**config.mk**
```make
export PLATFORM = sky130hd
export DESIGN_NAME = id_ex_pipeline_reg
export DESIGN_NICKNAME = d
export VERILOG_FILES = /design/src/rtl/pipeline_defs.sv /design/src/rtl/load_use_detect.sv /design/src/rtl/id_ex_pipeline_reg.sv
export SDC_FILE = /design/constraint.sdc
export NUM_CORES = 1
export LEC_CHECK = 0
export CAP_MARGIN = 5
export CORE_MARGIN = 4
export CORE_UTILIZATION = 40
export CTS_CLUSTER_DIAMETER = 100
export DETAILED_ROUTE_END_ITERATION = 8
export GPL_ROUTABILITY_DRIVEN = 1
export GPL_TIMING_DRIVEN = 0
export PLACE_DENSITY = 0.81
export SYNTH_ARGS = -nofsm -noshare
export SYNTH_HDL_FRONTEND = slang
export SYNTH_HIERARCHICAL = 1
export SYNTH_SLANG_ARGS = --single-unit
```
**constraint.sdc**
```tcl
create_clock -name clk -period 3.4 [get_ports clk]
set_clock_uncertainty 0.05 [all_clocks]
set_input_delay 1.02 -clock clk [delete_from_list [all_inputs] [get_ports clk]]
set_output_delay 1.02 -clock clk [all_outputs]
set_load 0.02 [all_outputs]
```
**src/rtl/pipeline_defs.sv**
```systemverilog
// Shared constants for the RV32 pipeline stages.
// Control bundle bit positions and the bubble encoding.
package pipeline_defs;

    localparam int XLEN              = 32;
    localparam int RA_W              = 5;
    localparam int CTRL_W            = 12;
    localparam int CNT_W             = 16;
    localparam int CTRL_MEMREAD_BIT  = 3;
    localparam int CTRL_REGWRITE_BIT = 0;

    localparam logic [CTRL_W-1:0] CTRL_NOP = '0;

endpackage

```
**src/rtl/load_use_detect.sv**
```systemverilog
// Load-use hazard comparator between the EX load and the ID consumer.
// Shared with the forwarding unit.
module load_use_detect #(
    parameter int RA_W = 5
) (
    input  logic            valid_ex,
    input  logic            memread_ex,
    input  logic [RA_W-1:0] rd_ex,
    input  logic            valid_id,
    input  logic            use_rs1,
    input  logic            use_rs2,
    input  logic [RA_W-1:0] rs1,
    input  logic [RA_W-1:0] rs2,
    output logic            load_use
);

    logic hit1;
    logic hit2;

    assign hit1 = use_rs1 & (rs1 == rd_ex);
    assign hit2 = use_rs2 & (rs2 == rd_ex);

    // x0 is never really written, so a load to it cannot stall anyone
    assign load_use = valid_ex & memread_ex & (rd_ex != '0)
                    & valid_id & (hit1 | hit2);

endmodule

```
**src/rtl/id_ex_pipeline_reg.sv**
```systemverilog
// ID/EX pipeline register with load-use bubble insertion,
// hold/flush handling and saturating event counters.
module id_ex_pipeline_reg #(
    parameter int XLEN   = pipeline_defs::XLEN,
    parameter int RA_W   = pipeline_defs::RA_W,
    parameter int CTRL_W = pipeline_defs::CTRL_W,
    parameter int CNT_W  = pipeline_defs::CNT_W
) (
    input  logic              clk,
    input  logic              rst,
    input  logic              Valid_ID,
    input  logic [XLEN-1:0]   PC_ID,
    input  logic [XLEN-1:0]   Rs1Data_ID,
    input  logic [XLEN-1:0]   Rs2Data_ID,
    input  logic [XLEN-1:0]   Imm_ID,
    input  logic [RA_W-1:0]   Rs1_ID,
    input  logic [RA_W-1:0]   Rs2_ID,
    input  logic [RA_W-1:0]   Rd_ID,
    input  logic              UseRs1_ID,
    input  logic              UseRs2_ID,
    input  logic [CTRL_W-1:0] Ctrl_ID,
    input  logic              Hold,
    input  logic              Flush,
    output logic              Valid_EX,
    output logic [XLEN-1:0]   PC_EX,
    output logic [XLEN-1:0]   Rs1Data_EX,
    output logic [XLEN-1:0]   Rs2Data_EX,
    output logic [XLEN-1:0]   Imm_EX,
    output logic [RA_W-1:0]   Rs1_EX,
    output logic [RA_W-1:0]   Rs2_EX,
    output logic [RA_W-1:0]   Rd_EX,
    output logic [CTRL_W-1:0] Ctrl_EX,
    output logic              Stall_IF_ID,
    output logic [CNT_W-1:0]  BubbleCnt,
    output logic [CNT_W-1:0]  FlushCnt
);

    import pipeline_defs::*;

    typedef struct packed {
        logic              valid;
        logic [XLEN-1:0]   pc;
        logic [XLEN-1:0]   rs1_data;
        logic [XLEN-1:0]   rs2_data;
        logic [XLEN-1:0]   imm;
        logic [RA_W-1:0]   rs1;
        logic [RA_W-1:0]   rs2;
        logic [RA_W-1:0]   rd;
        logic [CTRL_W-1:0] ctrl;
    } id_ex_t;

    localparam id_ex_t BUBBLE = '0;

    function automatic logic [CNT_W-1:0] sat_inc(
        input logic [CNT_W-1:0] v
    );
        return (&v) ? v : v + 1'b1;
    endfunction

    id_ex_t           q;
    id_ex_t           d_id;
    logic             load_use;
    logic [CNT_W-1:0] bcnt;
    logic [CNT_W-1:0] fcnt;

    load_use_detect #(
        .RA_W(RA_W)
    ) u_lud (
        .valid_ex  (q.valid),
        .memread_ex(q.ctrl[CTRL_MEMREAD_BIT]),
        .rd_ex     (q.rd),
        .valid_id  (Valid_ID),
        .use_rs1   (UseRs1_ID),
        .use_rs2   (UseRs2_ID),
        .rs1       (Rs1_ID),
        .rs2       (Rs2_ID),
        .load_use  (load_use)
    );

    assign Stall_IF_ID = (load_use | Hold) & ~Flush;

    always_comb begin
        d_id.valid    = Valid_ID;
        d_id.pc       = PC_ID;
        d_id.rs1_data = Rs1Data_ID;
        d_id.rs2_data = Rs2Data_ID;
        d_id.imm      = Imm_ID;
        d_id.rs1      = Rs1_ID;
        d_id.rs2      = Rs2_ID;
        d_id.rd       = Rd_ID;
        // an empty slot must never carry write enables into EX
        d_id.ctrl     = Valid_ID ? Ctrl_ID : CTRL_NOP;
    end

    always_ff @(posedge clk) begin
        if (rst) begin
            q    <= BUBBLE;
            bcnt <= '0;
            fcnt <= '0;
        end else if (Flush) begin
            q <= BUBBLE;
            if (Valid_ID) fcnt <= sat_inc(fcnt);
        end else if (Hold) begin
            q <= q;
        end else if (load_use) begin
            q    <= BUBBLE;
            bcnt <= sat_inc(bcnt);
        end else begin
            q <= d_id;
        end
    end

    assign Valid_EX   = q.valid;
    assign PC_EX      = q.pc;
    assign Rs1Data_EX = q.rs1_data;
    assign Rs2Data_EX = q.rs2_data;
    assign Imm_EX     = q.imm;
    assign Rs1_EX     = q.rs1;
    assign Rs2_EX     = q.rs2;
    assign Rd_EX      = q.rd;
    assign Ctrl_EX    = q.ctrl;
    assign BubbleCnt  = bcnt;
    assign FlushCnt   = fcnt;

endmodule

```
==> impl_metrics.tcl, run 1 <==
set metrics [dict create \
    power_density_mw_per_mm2 446 \
    finalHoldViolations 0 \
    fp.coreArea_sq_mm 0.0166 \
    holdWs_ns 0.461 \
    numCtsBuffers 17 \
    clk_pin_slew_ns 0.07 \
    synth_edf_count 0 \
    synth.area.top_cells "dfxtp_1 55%, a22oi_1 17%, nor2_1 10%" \
    setup_violations 0 \
    syn_area_per_cell_sq_um 9.41 \
    io_buffer_count 348 \
    ctsHoldBuffers 0 \
    grt_usage 0.255 \
    drc 0 \
    dieArea_sq_mm 0.0192 \
    pin_count 351 \
    drv_cap 0 \
    grt_overflow 0 \
    outcome "finished clean" \
    synthesis.nets 888 \
    top_usage_layer "met2" \
    synth_seq_cells 188 \
    min_period_ns 3.33 \
    root_buffer "clkbuf_16" \
    dominantRegCellSynth "dfxtp_1" \
    slew_headroom 0.560 \
    use_met1 0.288 \
    drive_above_1_share 0.0569 \
    syn_to_final_growth_pct 65.1 \
    power.leakage_uw 0.00409 \
    critPathMaxFanout 3 \
    antenna_found_initial 3 \
    drtIter0Drc 449 \
    clock_latency_ns 0.43 \
    cts_tree "done" \
    fin_crit_sh 0.979 \
    gp_congestion 0.886 \
    chipHeight_um 138 \
    dp_hpwl_um 19400 \
    hold_path.class "flop to flop" \
    fp.dieW_um 138 \
    final_net_count 1258 \
    start_util 0.409 \
    ant_nets 0 \
    rsz0062_at_grt "false" \
    arrival_ns 2.26 \
    dpl.cell_count 1292 \
    syn_area_sq_mm 0.00681 \
    yosysUniqueCellTypes 43 \
    yosysTopAreaCellShare 0.553 \
    end_kind "output pin" \
    routedWlPerCell_um 19.1 \
    htreeDepth 4 \
    grt_pass1_vias 6980 \
    yosysTopAreaCell "dfxtp_1" \
    syn_inst 724 \
    vias 6953 \
    start_kind "primary input" \
    use_met3 0.0898 \
    drv_slew 0 \
    worst_pin_slew_ns 0.661 \
    via_per_inst 5.23 \
    cp_data_required_time_ns 2.33 \
    fin_tns_setup_ns 0 \
    grt_max_degree 17 \
    instances_no_fill 1330 \
    grt_pass1_wl_um 38700 \
    synthArstFlopShare 0 \
    yosysSeqAreaShare 0.553 \
    worst_slack_ns 0.0709 \
    ir_drop_mv 0.337 \
    critPathKind "primary input to output pin" \
    first_pass_iters 5 \
    clockBufferDepth 2 \
    cts_sinks 188 \
    fmax_mhz 300 \
    rows 47 \
    yosys_warnings 6 \
    pre_cts_ws_ns -1.56 \
    use_met2 0.438 \
    routed_wl_um 25500 \
]
## worst max-delay path, cell delays in order
cell,delay (ns)
clkbuf_2,0.10
xor2_1,0.15
nor4_2,0.27
nand3_1,0.17
a21oi_4,0.23
nor2_4,0.08
nor2_4,0.11
buf_6,0.13
## cell usage after synthesis, types with 5 or more instances
| library cell | n |
|---|---|
| xor2_1 | 12 |
| a22oi_1 | 154 |
| clkbuf_1 | 49 |
| nor4_1 | 5 |
| nand3_1 | 13 |
| nand2_1 | 6 |
| nand4_1 | 9 |
| dfxtp_1 | 188 |
| a21oi_1 | 14 |
| xnor2_1 | 19 |
| nor3_1 | 8 |
| a211oi_1 | 6 |
| buf_2 | 6 |
| nor2_1 | 188 |
## report_power, final
part | switching, uW | total, uW | internal, uW
Sequential | 35.7 | 2300 | 2260
Clock | 873 | 2080 | 1200
Combinational | 304 | 641 | 336
## what timing repair did
action | in CTS | in global routing
cloned | 0 | 0
gates resized for setup | 52 | 2
setup buffers | 3 | 1
endpoints found under the setup margin | 84 | 1
pin swaps | 6 | 6
## metrics by stage
stage	util	cell area [sq um]	power, uW
final	0.675	11200	5010
after CTS	0.675	11200	5040
after floorplan	-	6810	2600
after global placement	0.635	10600	2970
after detailed placement	0.635	10600	2980
after global routing	0.675	11200	5190
## cells in the final DEF, fill, tap and decap left out, types with 4 or more instances in the layout
cell type        count
clkdlybuf4s50_1    336
dfxtp_1            188
nor2_1             186
a22oi_1            154
clkbuf_1            49
xnor2_1             19
clkbuf_16           17
nand3_1             13
a21oi_1             13
xor2_1              11
buf_2               10
nand4_1              9
nor3_1               8
nand2_1              6
a211oi_1             6
buf_6                5
buf_1                4
and4_1               4
buf_4                4
## layout make-up
cell class / instances / area [sq um]
Antenna cell: 3 / 7.51
Multi-Input combinational cell: 473 / 2840
Clock buffer: 20 / 457
Fill cell: 1340 / 5400
Sequential cell: 188 / 3760
Tap cell: 220 / 275
Inverter: 3 / 11.3
Buffer: 59 / 236
Timing Repair Buffer: 352 / 3490
Clock inverter: 12 / 159
## path summary, 6_finish.rpt
kind | from | endpoint | slack [ns] | depth (start not counted)
worst min-delay path | Ctrl_EX[1]$_SDFFE_PP0N_ | Ctrl_EX[1]$_SDFFE_PP0N_ | 0.46 | 2
worst max register to register | Rd_EX[4]$_SDFFE_PP0N_ | Rs1Data_EX[20]$_SDFFE_PP0N_ | 0.44 | 9
worst min register to register | Ctrl_EX[1]$_SDFFE_PP0N_ | Ctrl_EX[1]$_SDFFE_PP0N_ | 0.46 | 2
worst max-delay path | Rs1_ID[2] | Stall_IF_ID | 0.07 | 8
## state kept, by name (all words and copies together) (netlist names)
register    count
Rs2_EX          5
Valid_EX        1
FlushCnt       16
BubbleCnt      16
Rd_EX           5
PC_EX          32
Rs2Data_EX     32
Rs1_EX          5
Imm_EX         32
Ctrl_EX        12
Rs1Data_EX     32
## per-layer routing
| metal | vias to the layer above | wire length (um) |
|---|---|---|
| met4 | 0 | 826 |
| met1 | 3290 | 9810 |
| met5 | - | 0 |
| li1 | 3334 | - |
| met2 | 275 | 12800 |
| met3 | 54 | 2060 |
## logic make-up (layout without fill, tap and decap cells)
kind of cell    count (synthesis)  in the layout  share of synthesized area
compound gates                184            184                      0.199
xor+xnor                       31             31                     0.0399
fa+ha+maj                       2              2                    0.00367
buf+inv                        63            446                     0.0369
flops                         188            188                      0.553
mux                             3              3                    0.00459
other cells                     0              3                          0
simple gates                  253            253                      0.163
Note: power is estimated with default switching activity, not from simulation.
==> run 2, diff against run 1 <==
--- a/config.mk
+++ b/config.mk
@@ -5,7 +5,6 @@
 export SDC_FILE = /design/constraint.sdc
 export NUM_CORES = 1
 export LEC_CHECK = 0
-export CAP_MARGIN = 5
 export CORE_MARGIN = 4
 export CORE_UTILIZATION = 40
 export CTS_CLUSTER_DIAMETER = 100
==> results of run 2 <==
Final layout, timing and power as in run 1 (identical DEF).
==> run 3, diff against run 2 <==
--- a/config.mk
+++ b/config.mk
@@ -7,7 +7,6 @@
 export LEC_CHECK = 0
 export CORE_MARGIN = 4
 export CORE_UTILIZATION = 40
-export CTS_CLUSTER_DIAMETER = 100
 export DETAILED_ROUTE_END_ITERATION = 8
 export GPL_ROUTABILITY_DRIVEN = 1
 export GPL_TIMING_DRIVEN = 0
==> results of run 3 <==
Final layout, timing and power as in run 1 (identical DEF).
